<file path="src/rtl/profile_counter_bank_if.sv">
// profile_counter_bank_if: control/readout bundle for the profiling counter bank
// Ports: master drives start/stop/en/clear (per channel), snap and rd_sel, and receives
// rd_count/rd_sess/rd_ovf (registered shadow readout) plus running/overflow (live state).
interface profile_counter_bank_if #(
    parameter int NUM_CH     = 4,
    parameter int WIDTH      = 32,
    parameter int SESS_WIDTH = 16,
    parameter int SEL_W      = (NUM_CH > 1) ? $clog2(NUM_CH) : 1
);
    logic [NUM_CH-1:0]     start;
    logic [NUM_CH-1:0]     stop;
    logic [NUM_CH-1:0]     en;
    logic [NUM_CH-1:0]     clear;
    logic                  snap;
    logic [SEL_W-1:0]      rd_sel;
    logic [WIDTH-1:0]      rd_count;
    logic [SESS_WIDTH-1:0] rd_sess;
    logic                  rd_ovf;
    logic [NUM_CH-1:0]     running;
    logic [NUM_CH-1:0]     overflow;
    modport master (
        output start, stop, en, clear, snap, rd_sel,
        input  rd_count, rd_sess, rd_ovf, running, overflow
    );
    modport slave (
        input  start, stop, en, clear, snap, rd_sel,
        output rd_count, rd_sess, rd_ovf, running, overflow
    );
endinterface

</file>
<file path="src/rtl/profile_counter_bank.sv">
// profile_counter_bank: per-channel cycle/session profiling counters with coherent snapshot readout
// Ports: clk, reset (sync, active-high); bus (slave modport) carries per-channel
// start/stop/en/clear, global snap, rd_sel and the rd_*/running/overflow outputs.
module profile_counter_bank #(
    parameter int NUM_CH     = 4,
    parameter int WIDTH      = 32,
    parameter int SESS_WIDTH = 16,
    parameter bit SATURATE   = 1'b1
) (
    input logic                   clk,
    input logic                   reset,
    profile_counter_bank_if.slave bus
);
    localparam int SEL_W = (NUM_CH > 1) ? $clog2(NUM_CH) : 1;
    // Shadow table padded to the full rd_sel range so out-of-range selects read zero.
    localparam int DEPTH = 1 << SEL_W;

    logic [WIDTH-1:0]      w_sh_cnt  [DEPTH];
    logic [SESS_WIDTH-1:0] w_sh_sess [DEPTH];
    logic [DEPTH-1:0]      w_sh_ovf;
    logic [NUM_CH-1:0]     w_run;
    logic [NUM_CH-1:0]     w_ovf;
    logic [WIDTH-1:0]      r_rd_count;
    logic [SESS_WIDTH-1:0] r_rd_sess;
    logic                  r_rd_ovf;

    for (genvar i = 0; i < DEPTH; i++) begin : g_ch
        if (i < NUM_CH) begin : g_live
            logic                  r_run;
            logic                  r_ovf;
            logic                  r_sh_ovf;
            logic [WIDTH-1:0]      r_cnt;
            logic [WIDTH-1:0]      r_sh_cnt;
            logic [SESS_WIDTH-1:0] r_sess;
            logic [SESS_WIDTH-1:0] r_sh_sess;
            logic                  w_incr;
            logic                  w_done;
            logic                  w_cnt_max;
            logic                  w_sess_max;
            // The start cycle already counts; the stop cycle never does.
            assign w_incr     = (r_run | bus.start[i]) & bus.en[i] & ~bus.stop[i];
            assign w_done     = bus.stop[i] & r_run;
            assign w_cnt_max  = &r_cnt;
            assign w_sess_max = &r_sess;
            always_ff @(posedge clk) begin
                if (reset) begin
                    r_run     <= 1'b0;
                    r_cnt     <= '0;
                    r_sess    <= '0;
                    r_ovf     <= 1'b0;
                    r_sh_cnt  <= '0;
                    r_sh_sess <= '0;
                    r_sh_ovf  <= 1'b0;
                end else begin
                    r_run <= ~bus.stop[i] & (r_run | bus.start[i]);
                    // Snapshot takes pre-update values, so it also sees pre-clear state.
                    if (bus.snap) begin
                        r_sh_cnt  <= r_cnt;
                        r_sh_sess <= r_sess;
                        r_sh_ovf  <= r_ovf;
                    end
                    if (bus.clear[i]) begin
                        r_cnt  <= '0;
                        r_sess <= '0;
                        r_ovf  <= 1'b0;
                    end else begin
                        if (w_incr)
                            r_cnt <= (w_cnt_max && SATURATE) ? r_cnt : r_cnt + 1'b1;
                        if (w_done)
                            r_sess <= (w_sess_max && SATURATE) ? r_sess : r_sess + 1'b1;
                        if ((w_incr & w_cnt_max) | (w_done & w_sess_max))
                            r_ovf <= 1'b1;
                    end
                end
            end
            assign w_run[i]     = r_run;
            assign w_ovf[i]     = r_ovf;
            assign w_sh_cnt[i]  = r_sh_cnt;
            assign w_sh_sess[i] = r_sh_sess;
            assign w_sh_ovf[i]  = r_sh_ovf;
        end else begin : g_pad
            assign w_sh_cnt[i]  = '0;
            assign w_sh_sess[i] = '0;
            assign w_sh_ovf[i]  = 1'b0;
        end
    end

    always_ff @(posedge clk) begin
        if (reset) begin
            r_rd_count <= '0;
            r_rd_sess  <= '0;
            r_rd_ovf   <= 1'b0;
        end else begin
            r_rd_count <= w_sh_cnt[bus.rd_sel];
            r_rd_sess  <= w_sh_sess[bus.rd_sel];
            r_rd_ovf   <= w_sh_ovf[bus.rd_sel];
        end
    end

    assign bus.running  = w_run;
    assign bus.overflow = w_ovf;
    assign bus.rd_count = r_rd_count;
    assign bus.rd_sess  = r_rd_sess;
    assign bus.rd_ovf   = r_rd_ovf;
endmodule

</file>
<file path="src/flat_wrapper.sv">
// flat-port wrapper written by rule: the top's interface ports become plain ports
module profile_counter_bank_flat 
#(
    parameter int NUM_CH     = 4,
    parameter int WIDTH      = 32,
    parameter int SESS_WIDTH = 16,
    parameter bit SATURATE   = 1'b1
)
  (clk, reset, bus_start, bus_stop, bus_en, bus_clear, bus_snap, bus_rd_sel, bus_rd_count, bus_rd_sess, bus_rd_ovf, bus_running, bus_overflow);
  profile_counter_bank_if #(.NUM_CH(NUM_CH), .WIDTH(WIDTH), .SESS_WIDTH(SESS_WIDTH)) bus_i ();
  input logic clk;
  input logic reset;
  input wire logic [$bits(bus_i.start)-1:0] bus_start;
  input wire logic [$bits(bus_i.stop)-1:0] bus_stop;
  input wire logic [$bits(bus_i.en)-1:0] bus_en;
  input wire logic [$bits(bus_i.clear)-1:0] bus_clear;
  input wire logic [$bits(bus_i.snap)-1:0] bus_snap;
  input wire logic [$bits(bus_i.rd_sel)-1:0] bus_rd_sel;
  output wire logic [$bits(bus_i.rd_count)-1:0] bus_rd_count;
  output wire logic [$bits(bus_i.rd_sess)-1:0] bus_rd_sess;
  output wire logic [$bits(bus_i.rd_ovf)-1:0] bus_rd_ovf;
  output wire logic [$bits(bus_i.running)-1:0] bus_running;
  output wire logic [$bits(bus_i.overflow)-1:0] bus_overflow;
  assign bus_i.start = bus_start;
  assign bus_i.stop = bus_stop;
  assign bus_i.en = bus_en;
  assign bus_i.clear = bus_clear;
  assign bus_i.snap = bus_snap;
  assign bus_i.rd_sel = bus_rd_sel;
  assign bus_rd_count = bus_i.rd_count;
  assign bus_rd_sess = bus_i.rd_sess;
  assign bus_rd_ovf = bus_i.rd_ovf;
  assign bus_running = bus_i.running;
  assign bus_overflow = bus_i.overflow;
  profile_counter_bank #(.NUM_CH(NUM_CH), .WIDTH(WIDTH), .SESS_WIDTH(SESS_WIDTH), .SATURATE(SATURATE)) u_core (.clk(clk), .reset(reset), .bus(bus_i));
endmodule
</file>
<file path="config.mk">
export PLATFORM = sky130hd
export DESIGN_NAME = profile_counter_bank_flat
export DESIGN_NICKNAME = d
export VERILOG_FILES = /design/src/rtl/profile_counter_bank_if.sv /design/src/rtl/profile_counter_bank.sv /design/src/flat_wrapper.sv
export SDC_FILE = /design/constraint.sdc
export NUM_CORES = 1
export LEC_CHECK = 0
export BUFFER_PORTS_ARGS = -buffer_cell sky130_fd_sc_hd__buf_2
export CAP_MARGIN = 20
export CORE_UTILIZATION = 50
export DETAILED_ROUTE_END_ITERATION = 12
export PLACE_DENSITY = 0.69
export RECOVER_POWER = 100
export SLEW_MARGIN = 25
export SYNTH_ARGS = -nofsm -noshare
export SYNTH_HDL_FRONTEND = slang
export SYNTH_SLANG_ARGS = --single-unit
</file>
<file path="constraint.sdc">
create_clock -name clk -period 2.1 [get_ports clk]
set_clock_uncertainty 0.15 [all_clocks]
set_input_delay 0.105 -clock clk [delete_from_list [all_inputs] [get_ports clk]]
set_output_delay 0.105 -clock clk [all_outputs]
set_load 0.03 [all_outputs]
</file>
; After elaboration in Yosys (flattened, before gate mapping)
; Index checks and enable logic that the tools add are counted.
; W data, S select, Z words.
[classes]
add_sub_neg = 8
n_lt_le_gt_ge = 2
n_mux = 8
bitwise_logic = 45
reduce_logical = 20
[op_table]
columns = op, n
row1 = $add A32 B1 Y32 const B, 4
row2 = $reduce_and A32 Y1, 4
row3 = $add A16 B1 Y16 const B, 4
row4 = $bmux W32 S2, 1
row5 = $mux W32, 2
row6 = $reduce_and A16 Y1, 4
row7 = $bmux W16 S2, 1
row8 = $mux W16, 2
row9 = $and A1 B1 Y1, 24
row10 = $reduce_and A2 Y1, 8
row11 = $not A1 Y1, 12
row12 = $or A1 B1 Y1, 8
row13 = $reduce_or A2 Y1, 4
row14 = $ge A3 B3 Y1 const B, 1
row15 = $lt A2 B3 Y1 const B, 1
row16 = $not A2 Y3, 1
row17 = $bmux W1 S2, 1
row18 = $mux W1, 1
[word_totals]
regBits = 445
input_bits = 21
output_inout_bits = 57
word_cells = 114

; Logic depth before layout (Yosys ltp)
[depth]
word_depth = 5
mapped_depth = 8
ltp_nobuf = 6

; Worst setup path after synthesis
; Ideal clock, no wire load.
[synth_timing]
path_kind = flip-flop to flip-flop
from = register u_core.g_ch[1].g_live.r_cnt[4]
to = register u_core.g_ch[1].g_live.r_cnt[28]
setup_time_ns = 0.116
arrival_ns = 1.977
required_time_ns = 1.834
setup_slack_ns = -0.143
stages_incl_launch_ff = 8
n_path_buf = 2
period_less_slack_ns = 2.243
path_cell_list = dfxtp_1 and4_1 buf_6 nand3_4 or4_1 buf_2 or4_1 o211a_1
[synth_via]
elab_chain_len = 3
word_cells_on_any_way = 4
cone_classes = add/sub: 1 / bitwise: 1 / reduce/logical: 2
[synth_lines]
columns = element, line_no
row1 = start: declaration, profile_counter_bank.sv:32  ; logic [WIDTH-1:0] r_cnt;
row2 = start signal: assignment, profile_counter_bank.sv:68  ; r_cnt <= (w_cnt_max && SATURATE) ? r_cnt : r_cnt + 1'b1;
row3 = "parallel branches: the longest is 3 deep, another holds $add A32 B1 Y32", n/a
; Several ways; the timed one is not identified.
; A chain may end at the register's enable or synchronous reset.

; Final worst setup path
[layout_timing]
from = register u_core.g_ch[1].g_live.r_cnt[18]
to = register u_core.g_ch[1].g_live.r_cnt[24]
; The elaborated chain is that of the path after synthesis.

==> results.py <==
metrics = {
    "status": {
        "status": "completed",
    },
    "worst_setup_path": {
        "cp_data_required_time_ns": 2.45,
        "cp.arrival_ns": 2.44,
        "r2r_start": "u_core.g_ch[1].g_live.r_cnt[18]",
        "critPathMaxFanout": 5,
        "setup.worst_path.end_class": "register",
        "crit_path_start_kind": "register",
        "critPathKind": "reg -> reg",
        "rr_endpoint": "u_core.g_ch[1].g_live.r_cnt[24]",
        "worst-r2r-cell-count": 5,
        "ff2ff_setup_slack_ns": 0.005,
    },
    "drt": {
        "wl_per_cell_um": 18.8,
        "drc": 0,
        "drtAntennaViolNets": 0,
        "drt_wl_total_um": 52200,
        "firstDrtPassIters": 5,
        "vias_per_cell": 5.90,
        "drtIter0Drc": 1120,
        "route.vias.total": 16400,
    },
    "synthesis": {
        "avgSynthCellArea_um2": 9.63,
        "ys.flop_type": "dfxtp_1",
        "netlist_instances": 2014,
        "synthesis.area_um2": 19400,
        "synthDistinctLibCells": 63,
        "ys_seq_area_share_pct": 45.9,
        "syn_nets": 2043,
        "synth-edff-count": 0,
        "ys_async_sr_fraction_pct": 0,
        "ys_ff_latch": 445,
        "ys_warn_count": 0,
    },
    "power": {
        "switching_share_pct": 21.2,
        "p_clk_share_pct": 48.6,
        "p_total_mw": 17.7,
        "internal-power_mw": 13.9,
        "ir_drop_uv": 525,
        "power_density_nw_per_um2": 749,
        "p_leak_nw": 8.78,
        "power_frac_seq_pct": 47.8,
        "p_comb_share_pct": 3.6,
        "p_switching_mw": 3.74,
    },
    "worst_hold_path": {
        "hold_start": "bus_start[1]",
        "hold_path_end": "u_core.g_ch[1].g_live.r_cnt[1]",
        "worstHoldPathCells": 5,
        "min_path_type": "in -> reg",
    },
    "final_layout": {
        "syn2layout_area_growth_pct": 21.7,
        "drive_above_1_share_pct": 20.3,
        "layout_commonest_cell": "dfxtp_1",
        "fin_cells": 2778,
        "num-nets-final": 2264,
        "final_cell_mix": "424 x dfxtp_1, 274 x nor2_1, 203 x mux2i_1",
        "antenna_cells": 0,
    },
    "clocking": {
        "path_clk_slew_ns": 0.06,
        "cts.sinks": 445,
        "clock_latency_ns": 0.57,
        "root_buffer": "clkbuf_16",
        "clock_path_buffers": 3,
        "cts_made_buffers": 48,
        "cts_tree": "done",
        "cts_max_level": 2,
    },
    "timing": {
        "fmax_mhz": 477,
        "rsz0062_at_grt": "true",
        "hold_viol_final": 0,
        "fin_crit_ns": 2.09,
        "final_max_slew_viol_count": 0,
        "finalSetupViolations": 0,
        "fin_tns_setup_ns": 0,
        "fin_ws_ns": 0.00546,
        "relSlewSlack_pct": 25.9,
        "worstMarginPinSlew_ns": 1.11,
        "fin_crit_sh_pct": 99.7,
    },
    "floorplanning": {
        "initial_core_util_pct": 51.1,
        "num_rows": 71,
        "die_x_um": 199,
        "ios": 78,
        "die_h_um": 199,
        "core_um2": 37900,
        "die-area_um2": 39600,
    },
    "placed_design": {
        "place_congestion": 0.912,
        "hpwl_um": 36800,
        "placed_cells": 2667,
        "pre_cts_slack_ns": -0.0493,
        "io_buffers": 77,
    },
    "grt": {
        "grt_max_degree": 84,
        "grt_pass1_vias": 15300,
        "track_usage_pct": 26.2,
        "grt_pass1_wl_um": 82000,
        "antenna_found_initial": 1,
        "grt-ovfl-total": 0,
    },
    "run": {
        "max_cap_violations": 0,
    },
}
[layout make-up]
| class | instances | area (um^2) |
|---|---|---|
| multi-input cells | 1424 | 10200 |
| repair buffers | 307 | 2190 |
| flip-flops and latches | 445 | 8940 |
| inverters | 9 | 33.8 |
| clock inverters | 11 | 180 |
| fillers | 3127 | 14300 |
| well taps | 511 | 639 |
| clock buffers | 71 | 1420 |
[power by group through the flow]
stage	Combinational, mW	Sequential (mW)	Clock (mW)
2_1_floorplan	0.428	8.64	0
3_3_place_gp	0.607	8.64	0
3_5_place_dp	0.616	8.64	0
4_1_cts	0.648	8.46	8.73
5_1_grt	0.685	8.45	9.08
6_report	0.643	8.46	8.59
[what timing repair did]
| action | CTS | global route |
|---|---|---|
| hold buffers | 20 | 0 |
| resized for setup | 10 | 73 |
| endpoints found under the hold margin | 157 | 0 |
| buffers inserted | 3 | 4 |
| pin swaps | 6 | 12 |
| endpoints found under the setup margin | 17 | 101 |
| cloned | 1 | 1 |
[metal layers]
metal | wire length (um) | track usage, % | vias up
li1 | - | - | 7825
met1 | 24300 | 37.2 | 7983
met2 | 23300 | 40.6 | 497
met3 | 3500 | 5.15 | 83
met4 | 1060 | 6.75 | 2
met5 | 13 | 0 | -
[through the flow]
step / util (%) / hold slack, ns / area, um^2
after floorplan: - / 0.127 / 19400
after global placement: 56.8 / 0.269 / 21500
after detailed placement: 56.8 / 0.278 / 21500
after CTS: 61.7 / 0.118 / 23400
after global routing: 62.2 / 0.148 / 23600
final: 62.2 / 0.115 / 23600
[critical path: stages (launching register included)]
cell and delay (ns):
dfxtp_1 0.34, and3_4 0.20, nand3_2 0.11, or4_4 0.60
or4_1 0.44, a21oi_1 0.18
[flip-flops by register name, indices dropped and copies added, names as in the netlist]
signal / cells
u_core.g_ch.g_live.r_sh_cnt: 128
u_core.g_ch.g_live.r_sess: 64
u_core.g_ch.g_live.r_sh_sess: 64
u_core.g_ch.g_live.r_run: 4
u_core.bus.rd_count: 32
u_core.g_ch.g_live.r_ovf: 4
u_core.g_ch.g_live.r_cnt: 128
u_core.g_ch.g_live.r_sh_ovf: 4
u_core.bus.rd_ovf: 1
u_core.bus.rd_sess: 16
[cells in the mapped netlist, types with 9 or more instances]
master | n | area (um^2)
o211ai_1 | 9 | 67.6
nand3_1 | 69 | 345
buf_2 | 16 | 80.1
inv_1 | 9 | 33.8
nand2_1 | 95 | 357
nor3_1 | 20 | 100
dfxtp_1 | 445 | 8910
and2_1 | 19 | 119
buf_1 | 24 | 90.1
o31ai_1 | 47 | 353
nor2b_1 | 54 | 338
xor2_1 | 17 | 149
or3_1 | 65 | 407
mux2i_1 | 203 | 2030
nand4_1 | 60 | 375
and3_1 | 25 | 156
o21a_1 | 10 | 75.1
and4_1 | 35 | 307
mux4_2 | 49 | 1100
o21ai_0 | 56 | 280
a21oi_1 | 101 | 505
nor2_1 | 276 | 1040
or4_1 | 51 | 383
xnor2_1 | 41 | 359
clkbuf_1 | 87 | 327
nor4_1 | 23 | 144
[logic make-up (layout without fill, tap and decap cells)]
kind of cell	Yosys count	in the layout	synth area share (%)
buf+inv	146	398	3.16
simple gates	827	828	22.6
mux	252	252	16.2
fa+ha+maj	8	8	0.516
compound gates	278	278	9.06
xor+xnor	58	58	2.62
flops	445	445	45.9
[how the worst max path moves through the flow]
| stage | cells past startpoint | from | endpoint |
|---|---|---|---|
| after CTS | 7 | u_core.g_ch[3].g_live.r_cnt[0] | u_core.g_ch[3].g_live.r_cnt[19] |
| after floorplan | 7 | u_core.g_ch[3].g_live.r_cnt[10] | u_core.g_ch[3].g_live.r_cnt[19] |
| after detailed placement | 7 | u_core.g_ch[3].g_live.r_cnt[0] | u_core.g_ch[3].g_live.r_cnt[3] |
| after global routing | 5 | u_core.g_ch[1].g_live.r_cnt[11] | u_core.g_ch[1].g_live.r_cnt[24] |
| final | 5 | u_core.g_ch[1].g_live.r_cnt[18] | u_core.g_ch[1].g_live.r_cnt[24] |
| after global placement | 7 | u_core.g_ch[3].g_live.r_cnt[0] | u_core.g_ch[3].g_live.r_cnt[31] |
(Power assumes the default switching activity.)
